[src/rtl/uc_arbiter_if.sv]
// uc_arbiter_if: engine request bus plus ucq push bus for the unit-clause arbiter.
//   clear      backtrack flush (to arbiter)
//   eng_valid  per-engine literal valid (to arbiter)
//   eng_lit    per-engine literal, MSB = negated (to arbiter)
//   eng_ready  one-hot or zero accept (from arbiter)
//   ucq_full   ucq full flag (to arbiter)
//   push       push strobe to the ucq (from arbiter)
//   uca2ucq    literal to the ucq (from arbiter)
//   conflict   sticky conflict flag (from arbiter)
//   dup_cnt    saturating dropped-duplicate count (from arbiter)
interface uc_arbiter_if #(
  parameter int N_ENG = 4,
  parameter int LIT_W = 11
);
  logic                        clear;
  logic [N_ENG-1:0]            eng_valid;
  logic [N_ENG-1:0][LIT_W-1:0] eng_lit;
  logic [N_ENG-1:0]            eng_ready;
  logic                        ucq_full;
  logic                        push;
  logic [LIT_W-1:0]            uca2ucq;
  logic                        conflict;
  logic [15:0]                 dup_cnt;
  modport master (
    output clear, eng_valid, eng_lit, ucq_full,
    input  eng_ready, push, uca2ucq, conflict, dup_cnt
  );
  modport slave (
    input  clear, eng_valid, eng_lit, ucq_full,
    output eng_ready, push, uca2ucq, conflict, dup_cnt
  );
endinterface

[src/rtl/uc_arbiter.sv]
// uc_arbiter: round-robin unit-clause collector with duplicate drop and conflict detection.
//   clk  clock
//   rst  asynchronous active-low reset
//   bus  uc_arbiter_if slave: engine requests in, ucq push out, status flags
module uc_arbiter #(
  parameter int N_ENG     = 4,
  parameter int UC_LENGTH = 1024,
  parameter int HIST_SIZE = 8
) (
  input logic        clk,
  input logic        rst,
  uc_arbiter_if.slave bus
);
  localparam int LIT_W = $clog2(UC_LENGTH) + 1;
  localparam int RW    = $clog2(N_ENG);
  localparam int HW    = $clog2(HIST_SIZE);
  logic                 out_valid_q, out_valid_d;
  logic [LIT_W-1:0]     out_lit_q, out_lit_d;
  logic                 conflict_q, conflict_d;
  logic [15:0]          dup_cnt_q, dup_cnt_d;
  logic [RW-1:0]        rr_q, rr_d;
  logic [HW-1:0]        wptr_q, wptr_d;
  logic [HIST_SIZE-1:0] hist_v_q, hist_v_d;
  logic [LIT_W-1:0]     hist_q [HIST_SIZE];
  logic                 push, slot_free, can_grant, req, gnt, dup, conf, load;
  logic [RW-1:0]        g;
  logic [LIT_W-1:0]     lit, nlit;
  assign push      = out_valid_q & ~bus.ucq_full;
  assign slot_free = ~out_valid_q | push;
  // rst gating makes eng_ready drop the instant reset asserts
  assign can_grant = rst & slot_free & ~bus.clear & ~conflict_q;
  // first valid engine at or after rr_q; scanning downward lets the nearest one win
  always_comb begin
    int t;
    req = 1'b0;
    g   = '0;
    for (int k = N_ENG - 1; k >= 0; k--) begin
      t = int'(rr_q) + k;
      t = (t >= N_ENG) ? t - N_ENG : t;
      if (bus.eng_valid[RW'(t)]) begin
        req = 1'b1;
        g   = RW'(t);
      end
    end
  end
  assign gnt  = req & can_grant;
  assign lit  = bus.eng_lit[g];
  assign nlit = {~lit[LIT_W-1], lit[LIT_W-2:0]};
  // the pending output literal counts as history too
  always_comb begin
    dup  = out_valid_q & (out_lit_q == lit);
    conf = out_valid_q & (out_lit_q == nlit);
    for (int i = 0; i < HIST_SIZE; i++) begin
      dup  = dup  | (hist_v_q[i] & (hist_q[i] == lit));
      conf = conf | (hist_v_q[i] & (hist_q[i] == nlit));
    end
  end
  assign load = gnt & ~dup & ~conf;
  always_comb begin
    out_valid_d = bus.clear ? 1'b0 : (load | (out_valid_q & ~push));
    out_lit_d   = load ? lit : out_lit_q;
    conflict_d  = ~bus.clear & (conflict_q | (gnt & ~dup & conf));
    dup_cnt_d   = (gnt & dup & ~&dup_cnt_q) ? dup_cnt_q + 16'd1 : dup_cnt_q;
    rr_d        = bus.clear ? '0 : gnt ? ((g == RW'(N_ENG - 1)) ? '0 : g + 1'b1) : rr_q;
    wptr_d      = bus.clear ? '0 : load ? ((wptr_q == HW'(HIST_SIZE - 1)) ? '0 : wptr_q + 1'b1) : wptr_q;
    hist_v_d    = bus.clear ? '0 : load ? (hist_v_q | ({{(HIST_SIZE-1){1'b0}}, 1'b1} << wptr_q)) : hist_v_q;
  end
  always_ff @(posedge clk or negedge rst) begin
    if (!rst) begin
      out_valid_q <= 1'b0;
      out_lit_q   <= '0;
      conflict_q  <= 1'b0;
      dup_cnt_q   <= '0;
      rr_q        <= '0;
      wptr_q      <= '0;
      hist_v_q    <= '0;
    end else begin
      out_valid_q <= out_valid_d;
      out_lit_q   <= out_lit_d;
      conflict_q  <= conflict_d;
      dup_cnt_q   <= dup_cnt_d;
      rr_q        <= rr_d;
      wptr_q      <= wptr_d;
      hist_v_q    <= hist_v_d;
    end
  end
  // history data needs no reset; hist_v_q qualifies every entry
  always_ff @(posedge clk) begin
    if (load) hist_q[wptr_q] <= lit;
  end
  assign bus.eng_ready = gnt ? ({{(N_ENG-1){1'b0}}, 1'b1} << g) : '0;
  assign bus.push      = push;
  assign bus.uca2ucq   = out_lit_q;
  assign bus.conflict  = conflict_q;
  assign bus.dup_cnt   = dup_cnt_q;
endmodule

[src/flat_wrapper.sv]
// flat-port wrapper written by rule: the top's interface ports become plain ports
module uc_arbiter_flat 
#(
  parameter int N_ENG     = 4,
  parameter int UC_LENGTH = 1024,
  parameter int HIST_SIZE = 8
)
  (clk, rst, bus_clear, bus_eng_valid, bus_eng_lit, bus_ucq_full, bus_eng_ready, bus_push, bus_uca2ucq, bus_conflict, bus_dup_cnt);
  uc_arbiter_if #(.N_ENG(N_ENG), .LIT_W(11)) bus_i ();
  input logic clk;
  input logic rst;
  input wire logic [$bits(bus_i.clear)-1:0] bus_clear;
  input wire logic [$bits(bus_i.eng_valid)-1:0] bus_eng_valid;
  input wire logic [$bits(bus_i.eng_lit)-1:0] bus_eng_lit;
  input wire logic [$bits(bus_i.ucq_full)-1:0] bus_ucq_full;
  output wire logic [$bits(bus_i.eng_ready)-1:0] bus_eng_ready;
  output wire logic [$bits(bus_i.push)-1:0] bus_push;
  output wire logic [$bits(bus_i.uca2ucq)-1:0] bus_uca2ucq;
  output wire logic [$bits(bus_i.conflict)-1:0] bus_conflict;
  output wire logic [$bits(bus_i.dup_cnt)-1:0] bus_dup_cnt;
  assign bus_i.clear = bus_clear;
  assign bus_i.eng_valid = bus_eng_valid;
  assign bus_i.eng_lit = bus_eng_lit;
  assign bus_i.ucq_full = bus_ucq_full;
  assign bus_eng_ready = bus_i.eng_ready;
  assign bus_push = bus_i.push;
  assign bus_uca2ucq = bus_i.uca2ucq;
  assign bus_conflict = bus_i.conflict;
  assign bus_dup_cnt = bus_i.dup_cnt;
  uc_arbiter #(.N_ENG(N_ENG), .UC_LENGTH(UC_LENGTH), .HIST_SIZE(HIST_SIZE)) u_core (.clk(clk), .rst(rst), .bus(bus_i));
endmodule
[config.mk]
export PLATFORM = sky130hd
export DESIGN_NAME = uc_arbiter_flat
export DESIGN_NICKNAME = d
export VERILOG_FILES = /design/src/rtl/uc_arbiter_if.sv /design/src/rtl/uc_arbiter.sv /design/src/flat_wrapper.sv
export SDC_FILE = /design/constraint.sdc
export NUM_CORES = 1
export LEC_CHECK = 0
export CAP_MARGIN = 20
export CORE_UTILIZATION = 36
export DETAILED_ROUTE_END_ITERATION = 7
export RECOVER_POWER = 50
export SYNTH_ARGS = -nofsm -noshare
export SYNTH_HDL_FRONTEND = slang
export SYNTH_SLANG_ARGS = --single-unit
[constraint.sdc]
create_clock -name clk -period 5.2 [get_ports clk]
set_input_delay 1.04 -clock clk [delete_from_list [all_inputs] [get_ports clk]]
set_output_delay 1.04 -clock clk [all_outputs]
set_load 0.02 [all_outputs]
# ---- Word-level counts from Yosys, hierarchy flattened
# Memories as Yosys holds them, arrays and structs flattened.
# Cells that the tools add are included.
dict set report totals {
  register_bits 42
  latch_bits 0
  mem_bits_rw 88
  mem_bits_ro 0
  input_bits 52
  output_inout_bits 33
  elab_cells 149
  n_memories 1
}
dict set report classes {
  n_addsub 10
  mul 0
  n_div 0
  magnitude_cmp 9
  eq_ne 20
  shifts 2
  muxes 38
  bitwise_logic 58
  reduce_logical 4
}
# name words word_bits rd rd_clocked_by_memory_dff wr line_no
set memory_table {}
lappend memory_table {u_core.hist_q 8 11 8 0 1 uc_arbiter.sv:24} ;# logic [LIT_W-1:0] hist_q [HIST_SIZE];
# cell count
set op_table {}
lappend op_table {{$eq 11x11->1} 18}
lappend op_table {{$and 1x1->1} 30}
lappend op_table {{$bmux 11 s2} 1}
lappend op_table {{$mux 2} 11}
lappend op_table {{$or 1x1->1} 19}
lappend op_table {{$add 16x1->16 const B} 1}
lappend op_table {{$lt 2x4->1 const B} 4}
lappend op_table {{$mux 8} 2}
lappend op_table {{$reduce_and 16->1} 1}
lappend op_table {{$mux 1} 15}
lappend op_table {{$mux 11} 1}
lappend op_table {{$ge 3x3->1 const B} 3}
lappend op_table {{$mux 3} 3}
lappend op_table {{$bmux 1 s2} 4}
lappend op_table {{$not 1->1} 8}
lappend op_table {{$or 8x8->8} 1}
lappend op_table {{$shl 1x3->8 const A} 1}
lappend op_table {{$sub 2x1->2 const B} 4}
lappend op_table {{$add 2x2->3 const B} 2}
lappend op_table {{$mux 4} 1}
lappend op_table {{$reduce_bool 2->1} 2}
lappend op_table {{$shl 1x2->4 const A} 1}
lappend op_table {{$add 2x1->3 const B} 1}
lappend op_table {{$add 3x1->3 const B} 1}
lappend op_table {{6 further kinds} 6}

# ---- Logic depth before layout (Yosys ltp)
dict set report depth {
  word_depth 27
  depth_mapped 15
  mapped_depth_nobuf 13
}

# ---- Worst setup path after synthesis
# OpenSTA, ideal clock, no wires.
dict set report synth_timing {
  path_kind {input -> register}
  start {in bus_eng_valid[1]}
  end {mem u_core.hist_q[6][0] (enable)}
  setup_ns 0.408
  arrival_time_ns 4.756
  required_time_ns 4.792
  slack_ns 0.036
  path_stages 15
  path_buffers 2
  path_cell_list {nand2b_1 -> o211a_4 -> nor2_8 -> inv_2 -> buf_6 -> a211oi_2 -> o21ai_1 -> nor4b_1 -> and4_1 -> a22oi_1 -> mux2i_2 -> nor4_2 -> nand3_2 -> buf_4 -> nor4_1}
}
dict set report synth_via {
  elab_chain_len 24
  word_cells_on_any_way 82
  classes_between {eq/ne: 18; mux: 24; bitwise: 40}
}
# element line_no
set synth_lines {}
lappend synth_lines {{from (decl)} flat_wrapper.sv:13} ;# input wire logic [$bits(bus_i.eng_valid)-1:0] bus_eng_valid;
lappend synth_lines {{$bmux 1 s2} uc_arbiter.sv:40} ;# if (bus.eng_valid[RW'(t)]) begin
lappend synth_lines {{$mux 1 (implied by the code) (2 in a row)} uc_arbiter.sv:40}
lappend synth_lines {{$mux 2 (4 in a row)} uc_arbiter.sv:40}
lappend synth_lines {{$bmux 11 s2} uc_arbiter.sv:47} ;# assign lit = bus.eng_lit[g];
lappend synth_lines {{$mux 11 (implied by the code)} uc_arbiter.sv:47}
lappend synth_lines {{$eq 11x11->1 (tied with other cells)} uc_arbiter.sv:51} ;# dup = out_valid_q & (out_lit_q == lit);
lappend synth_lines {{$and 1x1->1 (tied with other cells)} uc_arbiter.sv:51}
lappend synth_lines {{$or 1x1->1 (tied with other cells)} uc_arbiter.sv:54} ;# dup = dup | (hist_v_q[i] & (hist_q[i] == lit));
lappend synth_lines {{$or 1x1->1 (on tied branches) (7 in a row)} {uc_arbiter.sv:54, uc_arbiter.sv:55}}
lappend synth_lines {{$not 1->1 / $or 1x1->1 (equally long branches)} {uc_arbiter.sv:58, uc_arbiter.sv:55}}
lappend synth_lines {{$and 1x1->1 / $not 1->1 (equally long branches)} uc_arbiter.sv:58} ;# assign load = gnt & ~dup & ~conf;
lappend synth_lines {{$and 1x1->1 (*)} uc_arbiter.sv:58}
lappend synth_lines {{$mux 1 (*)} uc_arbiter.sv:89} ;# if (load) hist_q[wptr_q] <= lit;
lappend synth_lines {{$mux 1 (implied by the code) (*)} uc_arbiter.sv:89}
lappend synth_lines {{to (decl)} uc_arbiter.sv:24}
# Mark *: on every way between the ends. The rest lies on a longest branch, timed or not. The select of a mux whose other input is x is not followed.

# ---- Final worst setup path
dict set report layout_timing {
  start {in bus_eng_valid[2]}
  end {mem u_core.hist_q[5][4] (enable)}
}
# Same word-level chain as after synthesis.

==> results by group <==
Pwr
  – Net Sw Frac: 0.2836
  – Sequential Power Share: 0.384
  – Cell Int Power: ~2.4 mW
  – Post-route total power: 3.290 mW
  – Power per cell area: around 370 mW/mm^2
  – Psw: 0.9331 mW
  – Leakage Power: ~3.4 nW
  – Clock share of power: 0.373
  – Worst vdd ir: 0.0002641 V
  – Logic pwr share: 0.243

Clock network
  – Inserted Clock Buffers: 17
  – Worst skew pair latency: approximately 0.42 ns
  – CTS Sinks: 130
  – Clock buffer depth: 2
  – CTS clk-pin slew, worst paths: 0.06 ns
  – Postcts setup bufs: 0
  – CTS tree: done
  – Root Buffer: clkbuf_16
  – H-tree depth: 4

Synth
  – Yosys top cell by area: edfxtp_1
  – Yosys warnings: 0
  – Post-synth EDFFs: between 80 and 90
  – Largest cells by area after synthesis: edfxtp_1, dfrtp_1, xnor2_1, xor2_1, mux2_4
  – Seq/Total Area, Yosys: 0.5359
  – Top-count cell post-synth: edfxtp_1
  – Gate Count Post-Synth: 545
  – Flops & latches, synth: 130
  – Ys async rst share: 0.3231
  – Ys flop type: edfxtp_1
  – Post-Synthesis Cell Area: 0.006892 sq mm
  – Total nets after synthesis: approximately 610
  – Synth top cells by count: edfxtp_1, xnor2_1, dfrtp_1
  – Average cell area after synthesis: 12.65 sq um
  – Distinct cells, synth: 65
  – Synth top area share: 0.3834

Hold path
  – Hold Crit Class: flop to flop

Floorplanning
  – Num rows: 50
  – Die width: roughly 140 um
  – Die area: just under 0.02 sq mm
  – Die Y: 140.4 um
  – I/O pins: 85
  – Core box area: 0.01871 sq mm
  – Starting density of the core: 0.3684

Cells and area
  – Antenna diode count: 0
  – Area growth, synth to finish: 29.47%
  – Share of cells above drive strength 1: 0.1855
  – Final-stage net count: 740
  – Post-Layout Cell Count: between 900 and 1k

STA
  – Post-Route Skew: approximately 0.01 ns
  – Tmin final: 4.972 ns
  – Setup violations, final: 0
  – Worst-Margin Slew: about 2.2 ns
  – Max Clk Rate: approximately 0.20 GHz
  – Rel. slew slack: -0.4695
  – Pins over their slew limit: 43
  – Hold WS: around 0.49 ns
  – Sum Neg Setup Slack: 0 ns
  – RSZ-0062 raised after global routing: no
  – Tcrit/Tclk final: 0.9561
  – Fin. Hold Viols: 0

Detailed routing
  – Vias: 4768
  – Initial DRC Count: 308
  – Post-DR wirelength/cell: 18.24 um
  – DR pass1 iterations: 4
  – Average vias per placed instance: a little over 5
  – DRC errors left: 0
  – Antenna Nets Post-Route: 0
  – WL final: approximately 17 mm

GRT
  – Vias in the first global route: about 4.8k
  – Gr ovfl total: 0
  – Initial antenna violation count: 0
  – Layer with the highest usage: met2
  – GRT met1 Usage: 0.2472
  – First-pass GRT wire length: about 27 mm
  – All-Layer GR Usage: 0.1812
  – Pin count of the biggest net entering global routing: between 40 and 50
  – Global Route met2 Usage: 0.2821
  – Met3 usage in global routing: 0.04068

Placement
  – Placed instance count: between 800 and 900
  – HPWL after DPL: around 12 mm
  – IO buf count: 84
  – GPL Wtd Cong: about 0.83

Worst setup path
  – WS Path Type: primary input to flop
  – Worst setup SP type: primary input
  – Req. time, crit path: roughly 5.3 ns
  – Worst-path maximum fanout: 11
  – Worst setup EP type: flop
  – WP data arrival: 5.08 ns

Outcome
  – Failing checks: max-capacitance violations, max-slew violations
  – Outcome: complete, but fails checks

Run
  – Max Cap Viol: 1
-- final cells by class --
class | instances | area (sq um)
Tap cell | 234 | 292.8
Fill cell | 1650 | 9783
Timing Repair Buffer | 130 | 1172
Sequential cell | 130 | 3694
Multi-Input combinational cell | 372 | 3039
Inverter | 26 | 100.1
Clock buffer | 25 | 560.5
Clock inverter | 7 | 63.81
-- stage by stage --
stage	utilization	area [sq um]	worst slack, ns
after global routing	0.4770	8922	0.01115
after CTS	0.4781	8944	0.1892
after global placement	0.4447	8319	-0.1360
final	0.4770	8922	0.2285
after detailed placement	0.4447	8319	-0.2441
after floorplan	-	6892	0.03612
-- layer usage --
layer	vias up	wire length [um]
li1	2298	-
met1	2351	8182
met2	111	7843
met3	8	712
met4	0	114
met5	-	0
-- worst max-delay path, stage by stage --
cell and delay [ns]:
clkdlybuf4s50_1 0.55, nand2b_1 0.12, o211a_4 0.27, nor2_8 0.12, inv_2 0.10, buf_4 0.18
a211oi_4 0.43, o21ai_0 0.17, nor4b_1 0.16, and4_1 0.23, a22oi_1 0.27, mux2i_2 0.16
nor4_2 0.37, nand3_2 0.32, nor4_2 0.31, buf_4 0.27
-- final timing paths --
path	startpoint	end	slack, ns	depth (start not counted)
worst max-delay path	bus_eng_valid[2]	u_core.hist_q[5][4]	0.23	16
worst min-delay path	u_core.bus.dup_cnt[12]	u_core.bus.dup_cnt[12]	0.49	1
worst max register to register	u_core.rr_q[1]	u_core.hist_q[5][4]	0.88	15
worst min register to register	u_core.bus.dup_cnt[12]	u_core.bus.dup_cnt[12]	0.49	1
max in group asynchronous	rst	u_core.bus.dup_cnt[1]	2.56	2
min in group asynchronous	rst	u_core.bus.dup_cnt[7]	1.39	2
-- power by group through the flow --
stage | logic [mW] | clock network, mW | registers, mW
6_report | 0.801 | 1.23 | 1.26
3_3_place_gp | 0.814 | 0 | 1.28
4_1_cts | 0.828 | 1.25 | 1.26
3_5_place_dp | 0.820 | 0 | 1.28
2_1_floorplan | 0.456 | 0 | 1.32
5_1_grt | 0.868 | 1.29 | 1.27
-- sequential cells by signal, indices dropped and copies added (netlist names) --
signal / flops
u_core.bus.conflict: 1
u_core.hist_q: 88
u_core.bus.uca2ucq: 11
u_core.rr_q: 2
u_core.wptr_q: 3
u_core.out_valid_q: 1
u_core.bus.dup_cnt: 16
u_core.hist_v_q: 8
-- cells by family (layout without fill, tap and decap cells) --
| kind of cell | Yosys count | after routing | share of synthesized area |
|---|---|---|---|
| and+or+nand+nor | 179 | 179 | 0.1727 |
| xor gates and xnor gates | 92 | 92 | 0.1169 |
| muxes | 20 | 20 | 0.03867 |
| adders and majority gates | 11 | 11 | 0.01997 |
| buffers and inverters | 43 | 188 | 0.03032 |
| DFF | 130 | 130 | 0.5359 |
| AOI/OAI and AO/OA | 70 | 70 | 0.08551 |
-- layout by cell type, fill, tap and decap left out, types with 7 or more instances in the layout --
master	count
edfxtp_1	88
xnor2_1	65
clkdlybuf4s50_1	55
dfrtp_1	42
buf_4	34
and3_1	29
dlygate4sd3_1	28
xor2_1	27
nand3_1	24
inv_1	23
nor3_1	21
clkbuf_16	21
o21ai_0	18
nand4_1	15
nand2_1	13
mux2_4	12
ha_1	11
clkbuf_1	11
a211oi_2	8
nor2_4	7
nor4_1	7
and2_1	7
nor4b_1	7
nor4_2	7
-- what timing repair did --
action / CTS / global route
hold buffers: 0 / 0
resized for setup: 0 / 3
setup endpoints to repair: 0 / 12
No activity file was read; power rests on OpenSTA's default activity.
